--- src/rtl/sh7604_ext_bus_target.sv ---
// Slave side of SH7604 normal-space bus cycles: turns each CPU cycle into one backend
// request, stretches it with WAIT_N, and answers interrupt-vector fetches.
module sh7604_ext_bus_target #(
   parameter logic [1:0] BUS_SZ = 2'b11,
   parameter logic       VEC_EN = 1'b1
) (
   input  logic        CLK,
   input  logic        RST_N,
   input  logic        CE_R,
   input  logic        CE_F,
   input  logic [26:0] A,
   input  logic [31:0] BUS_DI,
   output logic [31:0] BUS_DO,
   input  logic        BS_N,
   input  logic        CS_N,
   input  logic        RD_WR_N,
   input  logic        RD_N,
   input  logic [3:0]  WE_N,
   input  logic        IVECF_N,
   output logic        WAIT_N,
   output logic [24:0] MEM_A,
   output logic [31:0] MEM_WDATA,
   output logic [3:0]  MEM_BE,
   output logic        MEM_WE,
   output logic        MEM_REQ,
   input  logic [31:0] MEM_RDATA,
   input  logic        MEM_ACK,
   input  logic [7:0]  VEC_IN,
   output logic        VEC_ACK
);

   localparam logic [1:0] ST_IDLE   = 2'd0;
   localparam logic [1:0] ST_ACCESS = 2'd1;
   localparam logic [1:0] ST_DONE   = 2'd2;
   localparam logic [1:0] ST_VEC    = 2'd3;

   logic [1:0]  state_q, state_d;
   logic [31:0] bus_do_q, bus_do_d;
   logic        wait_n_q, wait_n_d;
   logic [24:0] mem_a_q, mem_a_d;
   logic [31:0] mem_wdata_q, mem_wdata_d;
   logic [3:0]  mem_be_q, mem_be_d;
   logic        mem_we_q, mem_we_d;
   logic        mem_req_q, mem_req_d;
   logic        vec_ack_q, vec_ack_d;
   logic [1:0]  lane_a_q, lane_a_d;

   logic vec_start_s;
   logic acc_start_s;
   logic no_lane_s;
   logic unused_addr_s;

   // Active-high byte-enable mask; lane 3 carries the lowest byte address (big-endian).
   function automatic logic [3:0] lane_be(input logic [1:0] a, input logic rd,
                                          input logic [3:0] we_n);
      logic [3:0] be;
      case (BUS_SZ)
         2'b01: begin
            if (rd || !we_n[0]) be = 4'b1000 >> a;
            else                be = 4'b0000;
         end
         2'b10: begin
            if (rd)        be = a[1] ? 4'b0011 : 4'b1100;
            else if (a[1]) be = {2'b00, ~we_n[1:0]};
            else           be = {~we_n[1:0], 2'b00};
         end
         default: be = rd ? 4'b1111 : ~we_n;
      endcase
      return be;
   endfunction

   function automatic logic [31:0] wr_lanes(input logic [1:0] a, input logic [31:0] di);
      logic [31:0] wd;
      case (BUS_SZ)
         2'b01:   wd = {4{di[7:0]}};
         2'b10:   wd = a[1] ? {16'h0000, di[15:0]} : {di[15:0], 16'h0000};
         default: wd = di;
      endcase
      return wd;
   endfunction

   function automatic logic [31:0] rd_justify(input logic [1:0] a, input logic [31:0] rd);
      logic [31:0] dout;
      case (BUS_SZ)
         2'b01: begin
            case (a)
               2'b00:   dout = {24'h000000, rd[31:24]};
               2'b01:   dout = {24'h000000, rd[23:16]};
               2'b10:   dout = {24'h000000, rd[15:8]};
               default: dout = {24'h000000, rd[7:0]};
            endcase
         end
         2'b10:   dout = a[1] ? {16'h0000, rd[15:0]} : {16'h0000, rd[31:16]};
         default: dout = rd;
      endcase
      return dout;
   endfunction

   assign unused_addr_s = ^A[26:25];

   // When VEC_EN=0 IVECF_N is treated as permanently inactive.
   assign vec_start_s = VEC_EN & ~BS_N & ~IVECF_N & ~RD_N;
   assign acc_start_s = ~BS_N & ~CS_N & (IVECF_N | ~VEC_EN);
   assign no_lane_s   = ~RD_WR_N & (WE_N == 4'b1111);

   // Next-state and output-register computation.
   always_comb begin
      state_d     = state_q;
      bus_do_d    = bus_do_q;
      mem_a_d     = mem_a_q;
      mem_wdata_d = mem_wdata_q;
      mem_be_d    = mem_be_q;
      mem_we_d    = mem_we_q;
      mem_req_d   = mem_req_q;
      lane_a_d    = lane_a_q;
      vec_ack_d   = 1'b0;
      case (state_q)
         ST_IDLE, ST_DONE: begin
            if (CE_R && vec_start_s) begin
               state_d   = ST_VEC;
               bus_do_d  = {24'h000000, VEC_IN};
               vec_ack_d = 1'b1;
            end else if (CE_R && acc_start_s && no_lane_s) begin
               state_d = ST_DONE;
            end else if (CE_R && acc_start_s) begin
               state_d     = ST_ACCESS;
               mem_req_d   = 1'b1;
               mem_a_d     = {A[24:2], 2'b00};
               mem_we_d    = ~RD_WR_N;
               mem_be_d    = lane_be(A[1:0], RD_WR_N, WE_N);
               mem_wdata_d = wr_lanes(A[1:0], BUS_DI);
               lane_a_d    = A[1:0];
            end else if (CE_R && CS_N && (state_q == ST_DONE)) begin
               state_d = ST_IDLE;
            end else begin
               state_d = state_q;
            end
         end
         ST_ACCESS: begin
            if (MEM_ACK) begin
               state_d   = ST_DONE;
               mem_req_d = 1'b0;
               if (!mem_we_q) bus_do_d = rd_justify(lane_a_q, MEM_RDATA);
               else           bus_do_d = bus_do_q;
            end else begin
               state_d   = ST_ACCESS;
               mem_req_d = 1'b1;
            end
         end
         ST_VEC: begin
            if (CE_R && IVECF_N) state_d = ST_IDLE;
            else                 state_d = ST_VEC;
         end
         default: begin
            state_d   = ST_IDLE;
            mem_req_d = 1'b0;
         end
      endcase
      // Looking at the next state lets an ack landing on the CE_F edge still release the CPU.
      if (CE_F) wait_n_d = (state_d != ST_ACCESS);
      else      wait_n_d = wait_n_q;
   end

   // State and output registers.
   always_ff @(posedge CLK or negedge RST_N) begin
      if (!RST_N) begin
         state_q     <= ST_IDLE;
         bus_do_q    <= 32'h00000000;
         wait_n_q    <= 1'b1;
         mem_a_q     <= 25'h0000000;
         mem_wdata_q <= 32'h00000000;
         mem_be_q    <= 4'b0000;
         mem_we_q    <= 1'b0;
         mem_req_q   <= 1'b0;
         vec_ack_q   <= 1'b0;
         lane_a_q    <= 2'b00;
      end else begin
         state_q     <= state_d;
         bus_do_q    <= bus_do_d;
         wait_n_q    <= wait_n_d;
         mem_a_q     <= mem_a_d;
         mem_wdata_q <= mem_wdata_d;
         mem_be_q    <= mem_be_d;
         mem_we_q    <= mem_we_d;
         mem_req_q   <= mem_req_d;
         vec_ack_q   <= vec_ack_d;
         lane_a_q    <= lane_a_d;
      end
   end

   assign BUS_DO    = bus_do_q;
   assign WAIT_N    = wait_n_q;
   assign MEM_A     = mem_a_q;
   assign MEM_WDATA = mem_wdata_q;
   assign MEM_BE    = mem_be_q;
   assign MEM_WE    = mem_we_q;
   assign MEM_REQ   = mem_req_q;
   assign VEC_ACK   = vec_ack_q;

endmodule

--- config.mk ---
export PLATFORM = sky130hd
export DESIGN_NAME = sh7604_ext_bus_target
export DESIGN_NICKNAME = d
export VERILOG_FILES = /design/src/rtl/sh7604_ext_bus_target.sv
export SDC_FILE = /design/constraint.sdc
export NUM_CORES = 1
export LEC_CHECK = 0
export CORE_ASPECT_RATIO = 1.75
export CORE_MARGIN = 5
export CORE_UTILIZATION = 35
export CTS_BUF_LIST = sky130_fd_sc_hd__clkbuf_4 sky130_fd_sc_hd__clkbuf_8
export DETAILED_ROUTE_END_ITERATION = 6
export GPL_ROUTABILITY_DRIVEN = 0
export GPL_TIMING_DRIVEN = 0
export PLACE_DENSITY = 0.73
export RECOVER_POWER = 50
export SLEW_MARGIN = 20
export SYNTH_ARGS = -nofsm -noshare
export SYNTH_HDL_FRONTEND = slang
export SYNTH_SLANG_ARGS = --single-unit
--- constraint.sdc ---
create_clock -name CLK -period 3.4 [get_ports CLK]
set_input_delay 0.34 -clock CLK [delete_from_list [all_inputs] [get_ports CLK]]
set_output_delay 0.34 -clock CLK [all_outputs]
set_load 0.05 [all_outputs]
# [Word level (Yosys, flattened, before mapping)]
# Index checks and enable logic that the tools add are counted.
[word_totals] ff_bits=97 wordCells=64 input_bits=113 out_inout_bits=97
[op_classes] n_mux=19 eq_ne=11 bitwise=13 reduce_logical=12
[ops] operator="$mux 32" count=3
[ops] operator="$pmux 32 s2" count=1
[ops] operator="$mux 2" count=6
[ops] operator="$ne 2x2->1 const B" count=6
[ops] operator="$reduce_and 4->1" count=3
[ops] operator="$not 1->1" count=7
[ops] operator="$logic_and 1x1->1" count=6
[ops] operator="$mux 1" count=6
[ops] operator="$pmux 2 s3" count=1
[ops] operator="$and 1x1->1" count=5
[ops] operator="$eq 2x2->1 const B" count=2
[ops] operator="$eq 4x4->1 const B" count=1
[ops] operator="$mux 4" count=1
[ops] operator="$not 4->4" count=1
[ops] operator="$eq 2x1->1 const B" count=1
[ops] operator="$logic_not 2->1" count=1
[ops] operator="$ne 2x1->1 const B" count=1
[ops] operator="$pmux 1 s2" count=1
[ops] operator="$reduce_bool 2->1" count=1
[ops] operator="$reduce_or 2->1" count=1

# [Depth between registers and ports, before layout]
[logic_depth] ltp_word=9 depth_mapped=6 ltp_nobuf=4

# [Worst setup path before layout]
# OpenSTA, ideal clock, no wires.
[synth_path] path_type="reg2reg" startpoint="reg state_q[0]" endpoint="reg bus_do_q[0], in the netlist BUS_DO[0]" path_stages_with_launch=5 setup_slack_ns=1.786 setup_time_ns=0.126 path_buffers=1 required_ns=3.274 arrival_time_ns=1.488 synth_period_minus_slack_ns=1.614 cell_sequence="dfrtp_1 or4b_4 o22ai_4 buf_2 a21oi_1"
[synth_between] elab_chain_cells=4 word_cells_on_any_way=10 classes_between="eq/ne (5); mux (1); reduce/logical (4)"
[synth_rtl] element="start: declaration" line_no="37" source="logic [1:0] state_q, state_d;"
[synth_rtl] element="start signal: assignment" line_no="178" source="state_q <= state_d;"
[synth_rtl] element="$eq 2x2->1 / $logic_not 2->1 (equally long branches)" line_no="117" source="case (state_q)"
[synth_rtl] element="$reduce_or 2->1" line_no="117"
[synth_rtl] element="$ne 2x2->1 (no source line) / $reduce_bool 2->1 (equally long branches)"
[synth_rtl] element="$reduce_and 4->1 (no source line)"
[synth_rtl] element="end signal: assignment" line_no="179" source="bus_do_q <= bus_do_d;"
[synth_rtl] element="end: declaration" line_no="38" source="logic [31:0] bus_do_q, bus_do_d;"
# Several ways; a longest one is shown, not always the timed one.
# A chain may end at the register's enable or synchronous reset.

# [Final worst setup path]
[layout_path] startpoint="in IVECF_N" endpoint="reg mem_wdata_q[4], in the netlist MEM_WDATA[4]"
[layout_between] elab_chain_cells=6 word_cells_on_any_way=10 classes_between="bitwise (6); reduce/logical (4)"
[layout_rtl] element="start: declaration" line_no="19" source="input logic IVECF_N,"
[layout_rtl] element="$not 1->1" line_no="102" source="assign vec_start_s = VEC_EN & ~BS_N & ~IVECF_N & ~RD_N;"
[layout_rtl] element="$and 1x1->1 (2 in series)" line_no="102"
[layout_rtl] element="$logic_and 1x1->1" line_no="119" source="if (CE_R && vec_start_s) begin"
[layout_rtl] element="$not 1->1 (no source line)"
[layout_rtl] element="$reduce_and 4->1 (no source line) (*)"
[layout_rtl] element="end signal: assignment" line_no="182" source="mem_wdata_q <= mem_wdata_d;"
[layout_rtl] element="end: declaration" line_no="41" source="logic [31:0] mem_wdata_q, mem_wdata_d;"
# Every way passes the cells marked *; elsewhere a longest branch is shown, timed or not.

==> out/results.md <==
* clkbuf_8 — cell at the root of the clock tree
* 4.687 — vias per cell
* 62.82% — portion of the post-synthesis area used by sequential elements
* 1.05 ns — R2R setup slack
* 12.89 um2 — syn_area_per_cell
* dfrtp_1 — library cell with the largest summed area after synthesis
* 0 — Synth warnings
* 0 — quantity of gates resized following cts
* 2.532 ns — shortest period the worst path allows
* 0 — final count of hold timing violations
* 10760 um2 — Floorplan Core Area
* 0 — max-slew violation total from the final report
* input pin to flop — class of the most critical setup path
* 0 — Congestion Overflow GR
* 0 — detailed-route DRC error count
* 0 — count of antenna-violating nets left after detailed routing
* clkdlybuf4s50_1 — most common library cell in the layout ignoring fill and taps
* 203 — Port Buffer Count
* 1.085 ns — Least-Margin Pin Slew
* state_q[0]$_DFF_PN0_ — worst flop-to-flop path startpoint
* 3321 — vias in the first global route
* 2.593 nW — leakage power summed over all cells
* 0 — number of antenna violations at the first check in global routing
* 394.9 MHz — Fmax
* finished, final reports clean — status
* 149.0 um — height of the die
* dfrtp_1 62%, mux2_2 17%, nand3_1 3.2%, o21ai_0 2.8%, inv_1 2.6% — main area contributors after synthesis
* 189 x clkdlybuf4s50_1, 96 x dfrtp_1, 57 x mux2_2 — commonest cells after routing, fill and taps aside
* built — CTS tree
* 81 — maximum number of pins on one net before global-route repair
* 62.14% — area growth from synthesis to layout
* 8682 um — HPWL after detailed placement
* flop to flop — Hold Crit Class
* 3.64 ns — Required @ worst endpoint
* 0.36 ns — clock latency of the later-clocked register in the worst-skew pair
* no — RSZ-0062 raised after global routing
* 210 — number of I/O pins
* 0 — number of endpoints failing setup at the final stage
* 27.65% — worst-case headroom to the max-slew limit
* 6093 um2 — Cell Area, Placed
* 11150 um — total length of routed wires
* 97 — post-synthesis register bit count
* MEM_WDATA[30]$_DFFE_PN0P_ — Hold Startpoint
* 3056 — routed vias
* 17.10 um — mean routed wirelength per cell
* 50 — row count
* 89.45 um — width of the die
* 0 — number of violations of the max-capacitance limit
* 0.01008 ns — maximum clock skew at final layout
* 0.08 ns — CTS clock-pin slew for the worst setup and hold paths
* input pin — nature of the critical path startpoint
* 931 — number of inserted filler cells in the final layout
* 35.93% — Initial Util
* 4 — Initial DRT Pass Iterations
* 13330 um2 — overall die area
* 74.47% — period utilisation layout
* 2 — Max Buffers Root-to-Sink
* 62.14% — proportion of netlist area held by the largest area contributor
* 27 — Cell variety after synth
* 16.67% — share of final-layout standard cells stronger than drive strength 1
* 972.8 nW/um2 — Pwr per Cell Area
* 2.77 ns — critical path data arrival time
* 9 — clock buffer count from CTS
* 3 — H-tree lvl count
* 6269 um2 — area of all placed cells without fillers
* 630 — number of nets in the layout
* 97 — TritonCTS Sinks
* 0.4747 mV — largest vdd supply drop
* 17.06% — global-route total usage across every layer
* 10 — largest fanout on the critical path
* flop — crit end category
* IVECF_N — worst setup path startpoint
* 56 — count of routing violations after the opening detailed-route iteration
* 0.5040 ns — worst hold slack after final layout
* 3866 um2 — Mapped Area
* 300 — post-synthesis cell count
* 17090 um — wire length of the first global-routing pass
* 0 — Diodes inserted
* 0 ns — setup TNS
-- cell usage after synthesis, drive strengths merged --
| cell | n |
|---|---|
| a21oi | 12 |
| o22ai | 1 |
| o31a | 1 |
| nand3 | 25 |
| and3 | 1 |
| a31oi | 4 |
| nand2 | 2 |
| nand3b | 1 |
| a2111o | 1 |
| dfstp | 1 |
| inv | 27 |
| clkbuf | 4 |
| o21ai | 24 |
| or4b | 1 |
| conb | 1 |
| nor2 | 14 |
| dfrtp | 96 |
| mux2 | 57 |
| nor2b | 2 |
| a211oi | 1 |
| nand4bb | 1 |
| buf | 15 |
| mux2i | 8 |
-- final timing paths --
kind / endpoint / depth (start not counted)
worst max-delay path: MEM_WDATA[4]$_DFFE_PN0P_ / 6
max in group asynchronous: BUS_DO[15]$_DFFE_PN0P_ / 3
min in group asynchronous: MEM_WDATA[26]$_DFFE_PN0P_ / 2
worst min-delay path: MEM_WDATA[30]$_DFFE_PN0P_ / 1
worst max register to register: BUS_DO[12]$_DFFE_PN0P_ / 5
worst min register to register: MEM_WDATA[30]$_DFFE_PN0P_ / 1
-- flip-flops by register name, summed over array words and instances (netlist names) --
register,cells
state_q,2
MEM_A,23
MEM_BE,4
MEM_REQ,1
MEM_WDATA,32
MEM_WE,1
VEC_ACK,1
WAIT_N,1
BUS_DO,32
-- cell families after synthesis --
kind of cell	Yosys count	share of synthesized area, %
DFF	97	62.82
muxes	65	18.67
and+or+nand+nor	47	6.117
buffers and inverters	46	5.631
AOI/OAI and AO/OA	44	6.667
other	1	0.09699
-- cell type report --
type	instances	area, um2	share of cell area [%]
well taps	130	162.7	2.595
plain buffers	19	106.4	1.697
clock buffers	12	152.6	2.435
flip-flops and latches	97	2429	38.74
inverters	27	101.3	1.617
multi-input cells	158	1201	19.16
repair buffers	205	2063	32.91
clock inverters	4	52.55	0.8383
-- metal layers --
layer / up-vias / routed length, um / global-route usage, %
li1: 1448 / - / -
met1: 1458 / 3702 / 17.02
met2: 134 / 6108 / 30.91
met3: 16 / 1102 / 6.578
met4: 0 / 238 / 6.408
met5: - / 0 / 0
-- critical path: stages --
cell and delay, ns:
dlygate4sd3_1 0.62, nand4bb_1 0.14, a211oi_1 0.41, clkbuf_1 0.49, clkbuf_1 0.39, mux2_2 0.38
-- through the flow --
step                      setup slack, ns  instances  utilization, %  power, mW
after global routing               0.7207        652           58.26      6.396
final                              0.8680        652           58.26      6.098
after detailed placement            1.026        635           56.63      5.415
after CTS                           1.308        652           58.63      6.212
after global placement             -1.605        634           56.36      5.352
after floorplan                     1.786        301               -      4.093
-- power breakdown --
part / total [mW] / switching [mW] / internal (mW) / leakage (nW)
Clock: 0.773 / 0.396 / 0.377 / 0.0957
Combinational: 3.45 / 2.25 / 1.20 / 1.31
Sequential: 1.88 / 0.249 / 1.63 / 1.19
-- repair_timing --
item	CTS	global route
hold buffers	1	0
buffers inserted	0	0
endpoints found under the hold margin	17	0
Power figures use the tool's default switching activity.
